[src/rtl/cpu_types_pkg.sv]
// Shared CPU type definitions: register/word types and the pipeline
// controller state encoding.
package cpu_types_pkg;

  localparam int REG_W  = 5;
  localparam int WORD_W = 32;

  typedef logic [REG_W-1:0]  regbits_t;
  typedef logic [WORD_W-1:0] word_t;

  typedef enum logic [1:0] {
    RUN    = 2'd0,
    DWAIT  = 2'd1,
    HALTED = 2'd2
  } ctrl_state_t;

endpackage

[src/rtl/hazard_detect.sv]
// Load-use hazard comparator: flags an ID-stage instruction that reads the
// destination of a load still in EX. Register 0 never creates a hazard.
module hazard_detect
  import cpu_types_pkg::*;
#(
  parameter int REG_AW = REG_W
) (
  input  logic              ex_dREN,
  input  logic [REG_AW-1:0] ex_rd,
  input  logic [REG_AW-1:0] id_rs,
  input  logic [REG_AW-1:0] id_rt,
  output logic              load_use
);

  assign load_use = ex_dREN && (ex_rd != '0) &&
                    ((ex_rd == id_rs) || (ex_rd == id_rt));

endmodule

[src/rtl/pipeline_ctrl.sv]
// Pipeline sequencer: per-latch enable/flush and PC enable from memory
// handshakes, load-use hazards, redirects and halt.
// Optional performance counters are built when PIPELINE_CTRL_PERF_EN is defined.
module pipeline_ctrl
  import cpu_types_pkg::*;
#(
  parameter int REG_AW = REG_W,
  parameter int CNT_W  = 32
) (
  input  logic              CLK,
  input  logic              nRST,
  input  logic              ihit,
  input  logic              dhit,
  input  logic              mem_dREN,
  input  logic              mem_dWEN,
  input  logic              mem_halt,
  input  logic              mem_redirect,
  input  logic              ex_dREN,
  input  logic [REG_AW-1:0] ex_rd,
  input  logic [REG_AW-1:0] id_rs,
  input  logic [REG_AW-1:0] id_rt,
  output logic              pc_en,
  output logic              ifid_en,
  output logic              ifid_flush,
  output logic              idex_en,
  output logic              idex_flush,
  output logic              exmem_en,
  output logic              exmem_flush,
  output logic              memwb_en,
`ifdef PIPELINE_CTRL_PERF_EN
  output logic [CNT_W-1:0]  stall_cnt,
  output logic [CNT_W-1:0]  flush_cnt,
  output logic [CNT_W-1:0]  dwait_cnt,
`endif
  output logic              halt
);

  ctrl_state_t state, next_state;
  logic        load_use;
  logic        mem_req;
  logic        mem_miss;

  assign mem_req  = mem_dREN | mem_dWEN;
  assign mem_miss = mem_req & ~dhit;

  hazard_detect #(.REG_AW(REG_AW)) u_hazard (
    .ex_dREN  (ex_dREN),
    .ex_rd    (ex_rd),
    .id_rs    (id_rs),
    .id_rt    (id_rt),
    .load_use (load_use)
  );

  // State register; reset returns to RUN and clears halt immediately.
  always_ff @(posedge CLK or negedge nRST) begin
    if (!nRST) state <= RUN;
    else       state <= next_state;
  end

  // Prioritised latch controls and next-state decision.
  always_comb begin
    pc_en       = 1'b1;
    ifid_en     = 1'b1;
    ifid_flush  = 1'b0;
    idex_en     = 1'b1;
    idex_flush  = 1'b0;
    exmem_en    = 1'b1;
    exmem_flush = 1'b0;
    memwb_en    = 1'b1;
    halt        = 1'b0;
    next_state  = state;

    if (state == HALTED) begin
      pc_en      = 1'b0;
      ifid_en    = 1'b0;
      idex_en    = 1'b0;
      exmem_en   = 1'b0;
      memwb_en   = 1'b0;
      halt       = 1'b1;
      next_state = HALTED;
    end else if (state != RUN && state != DWAIT) begin
      next_state = RUN;
    end else if (mem_halt) begin
      pc_en      = 1'b0;
      ifid_en    = 1'b0;
      idex_en    = 1'b0;
      exmem_en   = 1'b0;
      next_state = HALTED;
    end else if (mem_miss) begin
      pc_en      = 1'b0;
      ifid_en    = 1'b0;
      idex_en    = 1'b0;
      exmem_en   = 1'b0;
      memwb_en   = 1'b0;
      next_state = DWAIT;
    end else begin
      next_state = RUN;
      if (mem_redirect) begin
        ifid_en     = 1'b0;
        ifid_flush  = 1'b1;
        idex_en     = 1'b0;
        idex_flush  = 1'b1;
        exmem_en    = 1'b0;
        exmem_flush = 1'b1;
      end else if (load_use) begin
        pc_en      = 1'b0;
        ifid_en    = 1'b0;
        idex_en    = 1'b0;
        idex_flush = 1'b1;
      end else if (!ihit) begin
        pc_en      = 1'b0;
        ifid_en    = 1'b0;
        ifid_flush = 1'b1;
      end
    end
  end

`ifdef PIPELINE_CTRL_PERF_EN
  logic active;
  logic stall_ev;
  logic flush_ev;

  assign active   = (state == RUN) || (state == DWAIT);
  assign stall_ev = active && !mem_halt && !mem_miss && !mem_redirect && load_use;
  assign flush_ev = active && !mem_halt && !mem_miss && mem_redirect;

  // Saturating event counters, frozen once halted.
  always_ff @(posedge CLK or negedge nRST) begin
    if (!nRST) begin
      stall_cnt <= '0;
      flush_cnt <= '0;
      dwait_cnt <= '0;
    end else if (state != HALTED) begin
      if (stall_ev && stall_cnt != '1)         stall_cnt <= stall_cnt + CNT_W'(1);
      if (flush_ev && flush_cnt != '1)         flush_cnt <= flush_cnt + CNT_W'(1);
      if (state == DWAIT && dwait_cnt != '1)   dwait_cnt <= dwait_cnt + CNT_W'(1);
    end
  end
`endif

  // No latch may ever see enable and flush together.
  a_ifid_excl:  assert property (@(posedge CLK) disable iff (!nRST) !(ifid_en && ifid_flush));
  a_idex_excl:  assert property (@(posedge CLK) disable iff (!nRST) !(idex_en && idex_flush));
  a_exmem_excl: assert property (@(posedge CLK) disable iff (!nRST) !(exmem_en && exmem_flush));

endmodule

[config.mk]
export PLATFORM = sky130hd
export DESIGN_NAME = pipeline_ctrl
export DESIGN_NICKNAME = d
export VERILOG_FILES = /design/src/rtl/cpu_types_pkg.sv /design/src/rtl/hazard_detect.sv /design/src/rtl/pipeline_ctrl.sv
export SDC_FILE = /design/constraint.sdc
export NUM_CORES = 1
export LEC_CHECK = 0
export CAP_MARGIN = 10
export CORE_AREA = 2 2 39 41
export CTS_CLUSTER_SIZE = 16
export DETAILED_ROUTE_END_ITERATION = 16
export DIE_AREA = 0 0 41 43
export PLACE_DENSITY_LB_ADDON = 0.05
export SETUP_SLACK_MARGIN = 0.15
export SYNTH_ARGS = -nofsm -noshare
export SYNTH_HDL_FRONTEND = slang
export SYNTH_SLANG_ARGS = --single-unit
export TNS_END_PERCENT = 20
[constraint.sdc]
create_clock -name CLK -period 6.6 [get_ports CLK]
set_input_delay 1.98 -clock CLK [delete_from_list [all_inputs] [get_ports CLK]]
set_output_delay 1.98 -clock CLK [all_outputs]
set_load 0.01 [all_outputs]
==> results by group, run 1 <==
Outcome
  • Status: completed

Floorplanning
  • Row cnt: 14
  • Die ar.: 1760 um2
  • Core outline area: around 1400 um2
  • Die height: 43 um
  • Io pins: 33
  • Starting Density: approximately a quarter
  • Chip Width: 41 um

Clock network
  • Clock root cell: clkbuf_4
  • # resized after CTS: 0
  • Setup repair bufs after CTS: 0
  • Clock sink total: 2
  • CTS buffer count: 3
  • Htree depth: 1
  • Clk buf depth: 2
  • TritonCTS clock tree: built
  • CTS Hold Bufs: 0
  • Clock slew at reported path FFs: 0.03 ns
  • Worst skew pair latency: 0.22 ns

Worst setup path
  • Crit-path slowest cell: or4_4
  • Worst reg-to-reg path cell count: 1
  • Critical Path Max Stage Delay: 0.56 ns
  • CP max FO: 4
  • Reg2Reg Launch Point: state[1]
  • Reg2Reg Setup Slack: ~5.8 ns
  • Startpoint types: input port
  • Worst Setup End Kind: output pin
  • Critical Path AT: 3.97 ns
  • Crit path kind: input port to output pin
  • Worst reg2reg path endpoint: state[0]
  • Crit path cell chain: clkdlybuf4s50_1, or4_4, o21ai_2, nor3_1, a21oi_2, clkdlybuf4s50_1
  • Worst path required time: about 4.6 ns
  • CP most frequent cell: clkdlybuf4s50_1

Cells and area
  • Most common cell after layout, fill and taps aside: clkdlybuf4s50_1
  • Biggest register: state
  • Max reg flops: 2
  • Fillers: approximately 150
  • Final Core Density: ~51%
  • Top Registers: state: 2 flops
  • Post-route cell area: between 700 and 800 um2
  • Area growth syn-to-layout: 106%
  • Multi-input gate area: 285 um2
  • Nets@finish: approximately 110
  • Commonest cells after routing, fill and taps aside: clkdlybuf4s50_1 (32), xnor2_1 (10), nor2_1 (4), nand2_1 (3), clkbuf_4 (3)
  • Reg area: 50.0 um2
  • Share of cells above drive strength 1: 11.3%
  • N_diodes: 0

Synth
  • Synth area leaders: xnor2_1 (26%), dfrtp_1 (15%), a21oi_2 (5.1%), nor2_1 (4.4%), and2_1 (3.6%)
  • Synth Register Bits: 2
  • Share of flip-flops with an asynchronous set or reset: 100%
  • Syn_area_per_cell: between 7 and 8 um2
  • Top-area cell type share of the netlist area: around 26%
  • Post-synthesis sequential area ratio: between 10 and 15%
  • Primary FF master, synth: dfrtp_1
  • Cells after Synth: 45
  • Area leader, netlist: xnor2_1
  • Syn. warnings: 0
  • Post-Syn Nets: 69
  • Yosys cell types: 25
  • Post-synth EDFFs: 0
  • Synthesized cell area: 343 um2

STA
  • Slew margin rel.: 70.9%
  • Final Max Tran Viols: 0
  • Clock Skew: 0.00477 ns
  • Worst setup margin: 0.652 ns
  • # setup viols final: 0
  • Max Clk Rate: 168 MHz
  • Hold Vio Cnt, Final: 0
  • Setup_tns: 0 ns
  • Period utilisation layout: 90.1%
  • Unrepaired setup endpoints after global routing: false
  • Minimum clock period: 5.95 ns
  • Worst-Margin Slew: approximately 0.43 ns

Detailed routing
  • WL per Instance: about 11 um
  • Overall routed net length: ~1000 um
  • Initial drt markers: 0
  • DR vias/cell: 4.60
  • Post-DRT Antenna Nets: 0
  • DR DRC count: 0
  • Via count: between 400 and 500
  • 1st-pass router iterations: 1

Place
  • Post-Place Worst Slack: 0.639 ns
  • HPWL after DPL: 852 um
  • Buffers added on ports: 32
  • Placer Congestion: roughly 0.7
  • Placed Area: 683 um2

Worst hold path
  • Hold Path Cell Cnt: 1
  • HP Start: state[1]
  • Hold WC Path Type: register to register
  • WHS Endpoint: state[0]

Global route
  • Global-route wire length before repair: 1440 um
  • Largest net degree at the start of global routing: 7
  • Grt ovf: 0
  • Vias in the first global route: 392
  • GRT Util Overall: 11.5%
  • Initial antenna violation count: 0

Power
  • Power consumption: around 120 uW
  • Sequential share of power: 15.7%
  • Int Power: 79.5 uW
  • Switch share: approximately a third
  • PwrDens: 166 nW/um2
  • VDD IR-drop max: about 0.14 mV
  • Comb power frac: about three fifths
  • Net switching power: between 30 and 40 uW
  • Clock share of power: 22.8%
  • Leakage: 0.000261 uW

Job
  • Number of max-cap violations: 0
-- synth_stat cells, types with 2 or more instances --
library cell   n
nand3_1        2
a21oi_2        2
nor3_1         2
inv_1          2
nor2_1         4
and2_1         2
nand2_1        3
dfrtp_1        2
xnor2_1       10
-- critical path, delay by kind of cell --
| family | cells | cell delay [ns] |
|---|---|---|
| simple gates | 2 | 0.65 |
| buf+inv | 2 | 1.00 |
| compound gates | 2 | 0.33 |
-- how the worst max path moves through the flow --
stage / from / to / slack [ns] / cells past startpoint
after floorplan: ex_rd[1] / idex_en / 1.67 / 4
after global placement: ex_rd[1] / idex_en / 0.64 / 6
after detailed placement: ex_rd[1] / pc_en / 0.64 / 6
after CTS: ex_rd[1] / pc_en / 0.64 / 6
after global routing: ex_rd[1] / ifid_en / 0.55 / 6
final: ex_rd[1] / pc_en / 0.65 / 6
-- per-stage QoR --
stage                     hold WS [ns]  std cells
after floorplan                  0.477         45
after global placement           0.523         93
after detailed placement         0.528         93
after CTS                        0.540         96
after global routing             0.570         96
final                            0.529         96
-- power by group through the flow --
stage,logic (uW),registers [uW],clock network [uW]
3_3_place_gp,72.8,18.5,0
5_1_grt,78.0,19.0,28.0
3_5_place_dp,72.3,18.6,0
6_report,71.9,18.4,26.7
4_1_cts,72.8,18.5,28.2
2_1_floorplan,31.7,17.8,0
-- cell type report --
| type | count | area share [%] |
|---|---|---|
| flip-flops and latches | 2 | 7.09 |
| well taps | 16 | 2.84 |
| clock buffers | 3 | 3.19 |
| inverters | 2 | 1.06 |
| multi-input cells | 41 | 40.4 |
| repair buffers | 32 | 45.4 |
-- layer usage --
metal	track usage, %	vias up	part of all wire, %	routed length [um]
met3	2.62	0	14	138
li1	-	230	-	-
met5	0	-	0	0
met1	13.1	191	42	432
met2	18.8	21	44	448
met4	6.00	0	0	0
-- cells by family (layout without fill, tap and decap cells) --
| group | count (synthesis) | count (layout) | share of synthesized area, % |
|---|---|---|---|
| flip-flops | 2 | 2 | 14.6 |
| buffers and inverters | 2 | 37 | 2.19 |
| XOR/XNOR | 10 | 10 | 25.5 |
| AND/OR/NAND/NOR | 18 | 18 | 28.1 |
| AO/OA/AOI/OAI | 13 | 13 | 29.6 |
Note: power is estimated with default switching activity, not from simulation.
==> inputs of run 2 (changes only) <==
- ABC_CLOCK_PERIOD_IN_PS: default -> 6600
==> results of run 2 <==
The final DEF is identical to that of run 1; final timing and power are the same.
